<file path="src/rtl/arm_serial_arbiter_if.sv">
// Requester/buffer-side bundle of the serial arbiter: request vectors in,
// handshake pulses and registered buffer controls out.
interface arm_serial_arbiter_if #(
  parameter int unsigned NREQ = 4,
  parameter int unsigned A_W  = 7,
  parameter int unsigned D_W  = 8
);
  localparam int unsigned ID_W = $clog2(NREQ);

  logic [NREQ-1:0]     req;
  logic [NREQ*A_W-1:0] req_A;
  logic [NREQ*D_W-1:0] req_D;
  logic [NREQ-1:0]     ack;
  logic [NREQ-1:0]     done;
  logic                Go;
  logic [A_W-1:0]      A;
  logic [D_W-1:0]      D;
  logic                busy;
  logic [ID_W-1:0]     grant_id;

  // Requester side: drives requests, observes handshakes.
  modport master (
    output req, req_A, req_D,
    input  ack, done, Go, A, D, busy, grant_id
  );

  // Arbiter side.
  modport slave (
    input  req, req_A, req_D,
    output ack, done, Go, A, D, busy, grant_id
  );
endinterface

</file>
<file path="src/rtl/arm_serial_arbiter.sv">
// Round-robin arbiter that shares one serial output buffer between NREQ
// requesters, launching one fixed-length frame per grant.
module arm_serial_arbiter #(
  parameter int unsigned NREQ         = 4,
  parameter int unsigned A_W          = 7,
  parameter int unsigned D_W          = 8,
  parameter int unsigned FRAME_CYCLES = 25
) (
  input  logic                  clk_in,
  input  logic                  reset_n,
  arm_serial_arbiter_if.slave   bus
);
  localparam int unsigned ID_W  = $clog2(NREQ);
  localparam int unsigned CNT_W = $clog2(FRAME_CYCLES);
  localparam logic [CNT_W-1:0] CNT_LOAD = CNT_W'(FRAME_CYCLES - 2);

  typedef enum logic [1:0] {IDLE, LAUNCH, WAIT} state_t;

  state_t          state_q, state_d;
  logic [ID_W-1:0] ptr_q, ptr_d;
  logic [CNT_W-1:0] cnt_q, cnt_d;
  logic [ID_W-1:0] gid_q, gid_d;
  logic [A_W-1:0]  a_q, a_d;
  logic [D_W-1:0]  d_q, d_d;
  logic [NREQ-1:0] ack_q, ack_d;
  logic [NREQ-1:0] done_q, done_d;
  logic            go_q, go_d;
  logic            busy_q, busy_d;

  logic            found;
  logic [ID_W-1:0] g;
  int unsigned     idx;

  // Rotating priority search: first set request at or above ptr, wrapping.
  always_comb begin
    found = 1'b0;
    g     = '0;
    idx   = 0;
    for (int unsigned k = 0; k < NREQ; k++) begin
      idx = (32'(ptr_q) + k) % NREQ;
      if (!found && bus.req[ID_W'(idx)]) begin
        found = 1'b1;
        g     = ID_W'(idx);
      end
    end
  end

  always_ff @(posedge clk_in or negedge reset_n) begin
    if (!reset_n) begin
      state_q <= IDLE;
      ptr_q   <= '0;
      cnt_q   <= '0;
      gid_q   <= '0;
      a_q     <= '0;
      d_q     <= '0;
      ack_q   <= '0;
      done_q  <= '0;
      go_q    <= 1'b0;
      busy_q  <= 1'b0;
    end else begin
      state_q <= state_d;
      ptr_q   <= ptr_d;
      cnt_q   <= cnt_d;
      gid_q   <= gid_d;
      a_q     <= a_d;
      d_q     <= d_d;
      ack_q   <= ack_d;
      done_q  <= done_d;
      go_q    <= go_d;
      busy_q  <= busy_d;
    end
  end

  // Pulses are computed one cycle early so they appear registered in the
  // state they belong to (Go/ack in LAUNCH, done in the first IDLE cycle).
  always_comb begin
    state_d = state_q;
    ptr_d   = ptr_q;
    cnt_d   = cnt_q;
    gid_d   = gid_q;
    a_d     = a_q;
    d_d     = d_q;
    ack_d   = '0;
    done_d  = '0;
    go_d    = 1'b0;
    busy_d  = 1'b0;
    unique case (state_q)
      IDLE: begin
        if (found) begin
          a_d     = bus.req_A[32'(g)*A_W +: A_W];
          d_d     = bus.req_D[32'(g)*D_W +: D_W];
          gid_d   = g;
          ptr_d   = ID_W'((32'(g) + 1) % NREQ);
          ack_d   = NREQ'(1) << g;
          go_d    = 1'b1;
          busy_d  = 1'b1;
          state_d = LAUNCH;
        end
      end
      LAUNCH: begin
        cnt_d   = CNT_LOAD;
        busy_d  = 1'b1;
        state_d = WAIT;
      end
      WAIT: begin
        if (cnt_q == '0) begin
          done_d  = NREQ'(1) << gid_q;
          state_d = IDLE;
        end else begin
          cnt_d  = cnt_q - CNT_W'(1);
          busy_d = 1'b1;
        end
      end
      default: state_d = IDLE;
    endcase
  end

  assign bus.ack      = ack_q;
  assign bus.done     = done_q;
  assign bus.Go       = go_q;
  assign bus.A        = a_q;
  assign bus.D        = d_q;
  assign bus.busy     = busy_q;
  assign bus.grant_id = gid_q;
endmodule

</file>
<file path="src/flat_wrapper.sv">
// flat-port wrapper written by rule: the top's interface ports become plain ports
module arm_serial_arbiter_flat 
#(
  parameter int unsigned NREQ         = 4,
  parameter int unsigned A_W          = 7,
  parameter int unsigned D_W          = 8,
  parameter int unsigned FRAME_CYCLES = 25
)
  (clk_in, reset_n, bus_req, bus_req_A, bus_req_D, bus_ack, bus_done, bus_Go, bus_A, bus_D, bus_busy, bus_grant_id);
  arm_serial_arbiter_if #(.NREQ(NREQ), .A_W(A_W), .D_W(D_W)) bus_i ();
  input  logic clk_in;
  input  logic reset_n;
  input wire logic [$bits(bus_i.req)-1:0] bus_req;
  input wire logic [$bits(bus_i.req_A)-1:0] bus_req_A;
  input wire logic [$bits(bus_i.req_D)-1:0] bus_req_D;
  output wire logic [$bits(bus_i.ack)-1:0] bus_ack;
  output wire logic [$bits(bus_i.done)-1:0] bus_done;
  output wire logic [$bits(bus_i.Go)-1:0] bus_Go;
  output wire logic [$bits(bus_i.A)-1:0] bus_A;
  output wire logic [$bits(bus_i.D)-1:0] bus_D;
  output wire logic [$bits(bus_i.busy)-1:0] bus_busy;
  output wire logic [$bits(bus_i.grant_id)-1:0] bus_grant_id;
  assign bus_i.req = bus_req;
  assign bus_i.req_A = bus_req_A;
  assign bus_i.req_D = bus_req_D;
  assign bus_ack = bus_i.ack;
  assign bus_done = bus_i.done;
  assign bus_Go = bus_i.Go;
  assign bus_A = bus_i.A;
  assign bus_D = bus_i.D;
  assign bus_busy = bus_i.busy;
  assign bus_grant_id = bus_i.grant_id;
  arm_serial_arbiter #(.NREQ(NREQ), .A_W(A_W), .D_W(D_W), .FRAME_CYCLES(FRAME_CYCLES)) u_core (.clk_in(clk_in), .reset_n(reset_n), .bus(bus_i));
endmodule
</file>
<file path="config.mk">
export PLATFORM = sky130hd
export DESIGN_NAME = arm_serial_arbiter_flat
export DESIGN_NICKNAME = d
export VERILOG_FILES = /design/src/rtl/arm_serial_arbiter_if.sv /design/src/rtl/arm_serial_arbiter.sv /design/src/flat_wrapper.sv
export SDC_FILE = /design/constraint.sdc
export NUM_CORES = 1
export LEC_CHECK = 0
export ABC_AREA = 1
export CORE_MARGIN = 5
export CORE_UTILIZATION = 47
export DETAILED_ROUTE_END_ITERATION = 6
export HOLD_SLACK_MARGIN = 0.1
export PLACE_DENSITY = 0.91
export SLEW_MARGIN = 40
export SYNTH_ARGS = -nofsm -noshare
export SYNTH_HDL_FRONTEND = slang
export SYNTH_SLANG_ARGS = --single-unit
</file>
<file path="constraint.sdc">
create_clock -name clk_in -period 4.6 [get_ports clk_in]
set_input_delay 0.92 -clock clk_in [delete_from_list [all_inputs] [get_ports clk_in]]
set_output_delay 0.92 -clock clk_in [all_outputs]
set_load 0.03 [all_outputs]
</file>
==> results of run 1 <==
-- worst max path at each step --
stage	depth (start not counted)	to
after detailed placement	12	u_core.ptr_q[1]
after global routing	12	u_core.ptr_q[1]
final	12	u_core.ptr_q[1]
after floorplan	13	u_core.bus.D[7]
after global placement	12	u_core.ptr_q[1]
after CTS	12	u_core.ptr_q[1]
-- logic make-up after synthesis --
logic type / share of synthesized area (%)
XOR/XNOR: 0.3793
buffers and inverters: 15.55
adder cells (fa/ha/maj): 0.5416
AO/OA/AOI/OAI: 2.600
flip-flops: 39.00
AND/OR/NAND/NOR: 41.93
-- stage by stage --
step	cells	total power, W	hold slack (ns)	cell area [µm²]
finish	495	0.002418	0.4824	3308
floorplan	340	0.001821	0.5045	2310
global route	495	0.002650	0.4940	3308
global placement	487	0.002124	0.4620	3213
CTS	495	0.002424	0.4844	3306
detailed placement	487	0.002184	0.4649	3213
-- power by group through the flow --
stage | combinational, W | clock [W] | sequential [W]
2_1_floorplan | 0.00110 | 0 | 0.000719
3_3_place_gp | 0.00158 | 0 | 0.000548
3_5_place_dp | 0.00163 | 0 | 0.000554
4_1_cts | 0.00164 | 0.000234 | 0.000549
5_1_grt | 0.00184 | 0.000247 | 0.000568
6_report | 0.00164 | 0.000230 | 0.000550
-- cells in the mapped netlist --
cell type and n:
or2_1 9, xor2_1 1, inv_1 66, buf_2 5
o211ai_1 1, ha_1 1, nand2_2 7, o21ai_1 2
nor2_2 3, a22oi_1 1, o21ai_0 5, or2_0 8
buf_6 6, nand2_1 103, nand2_4 1, nor4_1 5
nor2_4 1, nand3_1 63, inv_2 4, nand3_2 1
clkbuf_1 1, a21oi_1 2, nor2_1 7, dfrtp_1 36
nand3b_1 1
-- sequential cells by signal, indices dropped and copies added (netlist names) --
name / count
u_core.bus.Go: 1
u_core.bus.grant_id: 2
u_core.bus.busy: 1
u_core.ptr_q: 2
u_core.bus.done: 4
u_core.bus.A: 7
u_core.bus.D: 8
u_core.bus.ack: 4
u_core.cnt_q: 5
u_core.state_q: 2
-- worst max-delay path, cell delays in order --
cell             delay [ns]
clkdlybuf4s50_1        0.42
inv_1                  0.08
nand2_1                0.07
nand3_1                0.14
nand2_2                0.10
a21oi_1                0.12
nand2_1                0.30
nand2_2                0.70
inv_1                  0.16
nor2_2                 0.16
nand2_1                0.10
o211ai_1               0.12
-- final cells by class --
| cell class | instances | area [µm²] |
|---|---|---|
| Timing Repair Buffer | 92 | 918.4 |
| Inverter | 70 | 262.8 |
| Clock buffer | 6 | 82.58 |
| Clock inverter | 2 | 10.01 |
| Sequential cell | 36 | 900.9 |
| Tap cell | 67 | 83.83 |
| Multi-Input combinational cell | 222 | 1050 |
| Fill cell | 391 | 1446 |
-- per-layer routing --
layer  wire length (µm)  up-vias
met5                  0        -
met4                 86        0
met3                343        8
met2               3163       69
met1               2314     1062
li1                   -     1209
==> results.cfg, run 1 <==
[timing]
relSlewSlack_pct = 49.18
fin_tns_setup_ns = 0
finalHoldViolations = 0
fmax_mhz = 315.4
setup_viol = 0
finClkSkew_ns = 0.007053
fin_crit_ns = 3.171
grt_setup_unrepaired = no
worst_pin_slew_ns = 0.7596
finalMaxSlewViolations = 0
final.setup.worst_slack_ns = 1.429
min_period_over_period_pct = 68.94

[cts]
cts_root_buf = clkbuf_8
ctsResizeCount = 0
cts_buffer_depth = 2
cts-buffers-inserted = 5
cts_tree = yes
cts_hold_buf = 0
worstSkewPairLatency_ns = 0.29
cts_setup_buffers = 0
clkSinkCount = 36
htreeDepth = 2
path_clk_slew_ns = 0.07

[job]
cap_violations = 0

[global_routing]
grt_util_all_layers_pct = 19.08
grt_overflow = 0
use_met3_pct = 3.700
grt_pass1_vias = 2163
grt_pass1_wl_mm = 9.735
grt_start_max_net_pins = 49
use_met1_pct = 22.81
met2_usage_pct = 33.69
grt.busiest_layer = met2
antenna_found_initial = 0

[logic_synthesis]
synth_top_area_cell = dfrtp_1
syn_nets = 407
syn_area_um2 = 2310
yosys_register_bits = 36
synth_top_area_share_pct = 39.00
postSynthAreaPerCell_um2 = 6.793
ys_types = 25
synth.top_cells.by_area = dfrtp_1 39%, nand2_1 17%, nand3_1 14%, inv_1 11%, buf_6 2.9%
synthCells = 340
synth_seq_area_share_pct = 39.00
ys_warn_count = 0

[die]
io_pins = 93
rows = 25
fp.dieW_um = 80.10
dieArea_um2 = 6416
core_area_um2 = 4755
die_y_um = 80.10
start_util_pct = 48.58

[worst_hold_path]
hold_end = u_core.bus.A[2]
worst_hold_path.num_cells = 2
hold_class = register to register
hp-start = u_core.bus.A[2]

[routing]
drt_iter0_drc = 118
vias = 2348
via_per_inst = 4.743
drc = 0
ant_nets = 0
routed_wirelength_mm = 5.908
wl_per_cell_um = 11.94
first_pass_iters = 4

[power_and_ir_drop]
total_leakage_power_nw = 1.726
p_switching_w = 0.001260
p_per_area_nw_per_um2 = 731.0
p_int_w = 0.001159
p_comb_share_pct = 67.8
peakVddDrop_mv = 0.3903
seq_power_share_pct = 22.7
clockPowerShare_pct = 9.5
swShare_pct = 52.09

[setup_path]
reg2reg_to = u_core.ptr_q[1]
r2r_cells = 12
r2r_slack_ns = 1.84
worstPathRequired_ns = 4.80
critPathKind = primary input to register
crit_fanout = 48
arrival_ns = 3.37
worstReg2RegStart = u_core.ptr_q[0]
start_kind = primary input
cp-end-kind = register
cp-startpoint = bus_req[1]

[place]
gp_congestion = 0.8877
port_buffers = 92
hpwlAfterDp_mm = 4.592
pre_cts_ws_ns = 1.160

[layout]
syn2layout_area_growth_pct = 43.23
finalNetCount = 494
drive_gt1_share_pct = 6.075
finalCoreUtilization_pct = 69.58
final_common_cell = nand2_1
insertedDiodeCount = 0
mostFrequentLayoutCells = 103 x nand2_1, 91 x clkdlybuf4s50_1, 66 x inv_1, 63 x nand3_1, 36 x dfrtp_1

[status]
status = completed
Power figures use the tool's default switching activity.
==> run 2: changes to the inputs <==
CORE_UTILIZATION = 39   (was 47)
PLACE_DENSITY = 0.81   (was 0.91)
clock period = 2.9 ns   (was 4.6 ns; I/O delays follow)
==> run 2 against run 1 <==
Against the previous run:
- final cell count is 2.6% higher
- register-to-register slack got worse by 1.2 ns
- critical path type unchanged
- hold slack got worse by 0.25 ns
- non-clock buffer count rose by 5
- critical endpoint is now u_core.bus.A[4]
- clock power increased by 89%
- combinational power up 66%
==> results.cfg, run 2 (synthesized netlist as in run 1, its figures left out) <==
[status]
status = completed

[timing]
setup_viol = 0
fin_hold_ws_ns = 0.2365
fin_tns_setup_ns = 0
finalMaxSlewViolations = 0
min_period_over_period_pct = 80.02
worst_pin_slew_ns = 0.4352
finalHoldViolations = 0
finClkSkew_ns = 0.002575
relSlewSlack_pct = 70.99
fin_crit_ns = 2.321
fmax_mhz = 430.9
grt_setup_unrepaired = no

[power_and_ir_drop]
total_leakage_power_nw = 1.758
p_per_area_nw_per_um2 = 1191
peakVddDrop_mv = 0.5969
total_power_w = 0.004035

[place]
hpwlAfterDp_mm = 4.737
port_buffers = 92
dp_cells = 500
gp_congestion = 0.8715

[global_routing]
grt_pass1_vias = 2227
grt_overflow = 0
grt_util_all_layers_pct = 15.87
antenna_found_initial = 0
grt_pass1_wl_mm = 9.632
grt_start_max_net_pins = 37

[routing]
ant_nets = 0
drt_iter0_drc = 105
routed_wirelength_mm = 5.918
drc = 0
vias = 2327
via_per_inst = 4.581
wl_per_cell_um = 11.65
first_pass_iters = 4

[die]
io_pins = 93
start_util_pct = 39.48
die_y_um = 86.96
fp.dieW_um = 86.96
rows = 28
core_area_um2 = 5851
dieArea_um2 = 7561

[setup_path]
cp-end-kind = register
worstPathRequired_ns = 3.12
arrival_ns = 2.54
crit_fanout = 16
slowest_delay_ns = 0.48
crit_path_cell_trace = clkdlybuf4s50_1, inv_1, nand2_1, nand3_1, nand2_1, inv_1, nand2_1, or2_1, nand2_2, nor2_2, nand3_1, nand3_1
critPathKind = primary input to register
start_kind = primary input
cpMaxStageDelayCell = clkdlybuf4s50_1
r2r_cells = 11

[layout]
stdcell_count = 508
finalNetCount = 499
drive_gt1_share_pct = 7.159
mostFrequentLayoutCells = 103 x nand2_1, 91 x clkdlybuf4s50_1, 66 x inv_1, 63 x nand3_1, 36 x dfrtp_1
finalCoreUtilization_pct = 57.89
insertedDiodeCount = 0
syn2layout_area_growth_pct = 46.64
largest_reg_flops = 8
final_common_cell = nand2_1

[cts]
clkSinkCount = 36
path_clk_slew_ns = 0.07
cts_tree = yes
cts-buffers-inserted = 5
cts_hold_buf = 0
worstSkewPairLatency_ns = 0.28
cts_root_buf = clkbuf_8
ctsResizeCount = 0
cts_setup_buffers = 0
htreeDepth = 2
cts_buffer_depth = 2

[worst_hold_path]
hold_class = primary input to async pin

[job]
cap_violations = 0
## run 2: cell types whose count changed in the layout (fill, tap and decap cells not counted), sizes merged
cell and delta:
clkinv -1, clkbuf -1, buf +5, bufinv +1, clkinvlp +1
## run 2: where the power goes
part	total [W]	switching [W]	leakage, nW	internal [W]
logic	0.00273	0.00170	1.26	0.00103
clock network	0.000434	0.000180	0.0541	0.000254
registers	0.000870	0.000140	0.444	0.000730
total	0.00403	0.00202	1.76	0.00202
## run 2: critical path, delay by kind of cell
kind / cells / cell delay, ns
buffers and inverters: 3 / 0.62
and+or+nand+nor: 9 / 1.33
## run 2: final cells by class
class,count,area [µm²]
Clock buffer,5,68.82
Clock inverter,3,42.54
Fill cell,544,2464
Inverter,70,262.8
Multi-Input combinational cell,222,1050
Sequential cell,36,900.9
Tap cell,75,93.84
Timing Repair Buffer,97,968.4
## run 2: metrics by stage
| stage | setup slack (ns) | cell area (µm²) |
|---|---|---|
| after CTS | 0.5663 | 3385 |
| after global routing | 0.3891 | 3387 |
| after global placement | 0.3159 | 3273 |
| after detailed placement | 0.2683 | 3273 |
| after floorplan | 1.054 | 2310 |
| final | 0.5794 | 3387 |
## run 2: routing by layer
metal | share of wire, % | vias to the layer above | wire length, µm | track usage (%)
met3 | 7.0 | 2 | 414 | 4.730
met5 | 0 | - | 0 | 0
met1 | 40 | 1049 | 2347 | 17.61
met2 | 53 | 60 | 3118 | 29.61
met4 | 0.64 | 0 | 38 | 3.399
li1 | - | 1216 | - | -
## run 2: worst paths after layout
| path | from | to | slack [ns] |
|---|---|---|---|
| worst max-delay path | bus_req[0] | u_core.bus.A[4] | 0.58 |
| worst min-delay path | reset_n | u_core.cnt_q[0] | 0.24 |
| worst max register to register | u_core.ptr_q[0] | u_core.bus.A[4] | 0.68 |
| worst min register to register | u_core.bus.D[6] | u_core.bus.D[6] | 0.49 |
| max in group asynchronous | reset_n | u_core.cnt_q[1] | 2.36 |
| min in group clk_in | u_core.bus.D[6] | u_core.bus.D[6] | 0.49 |
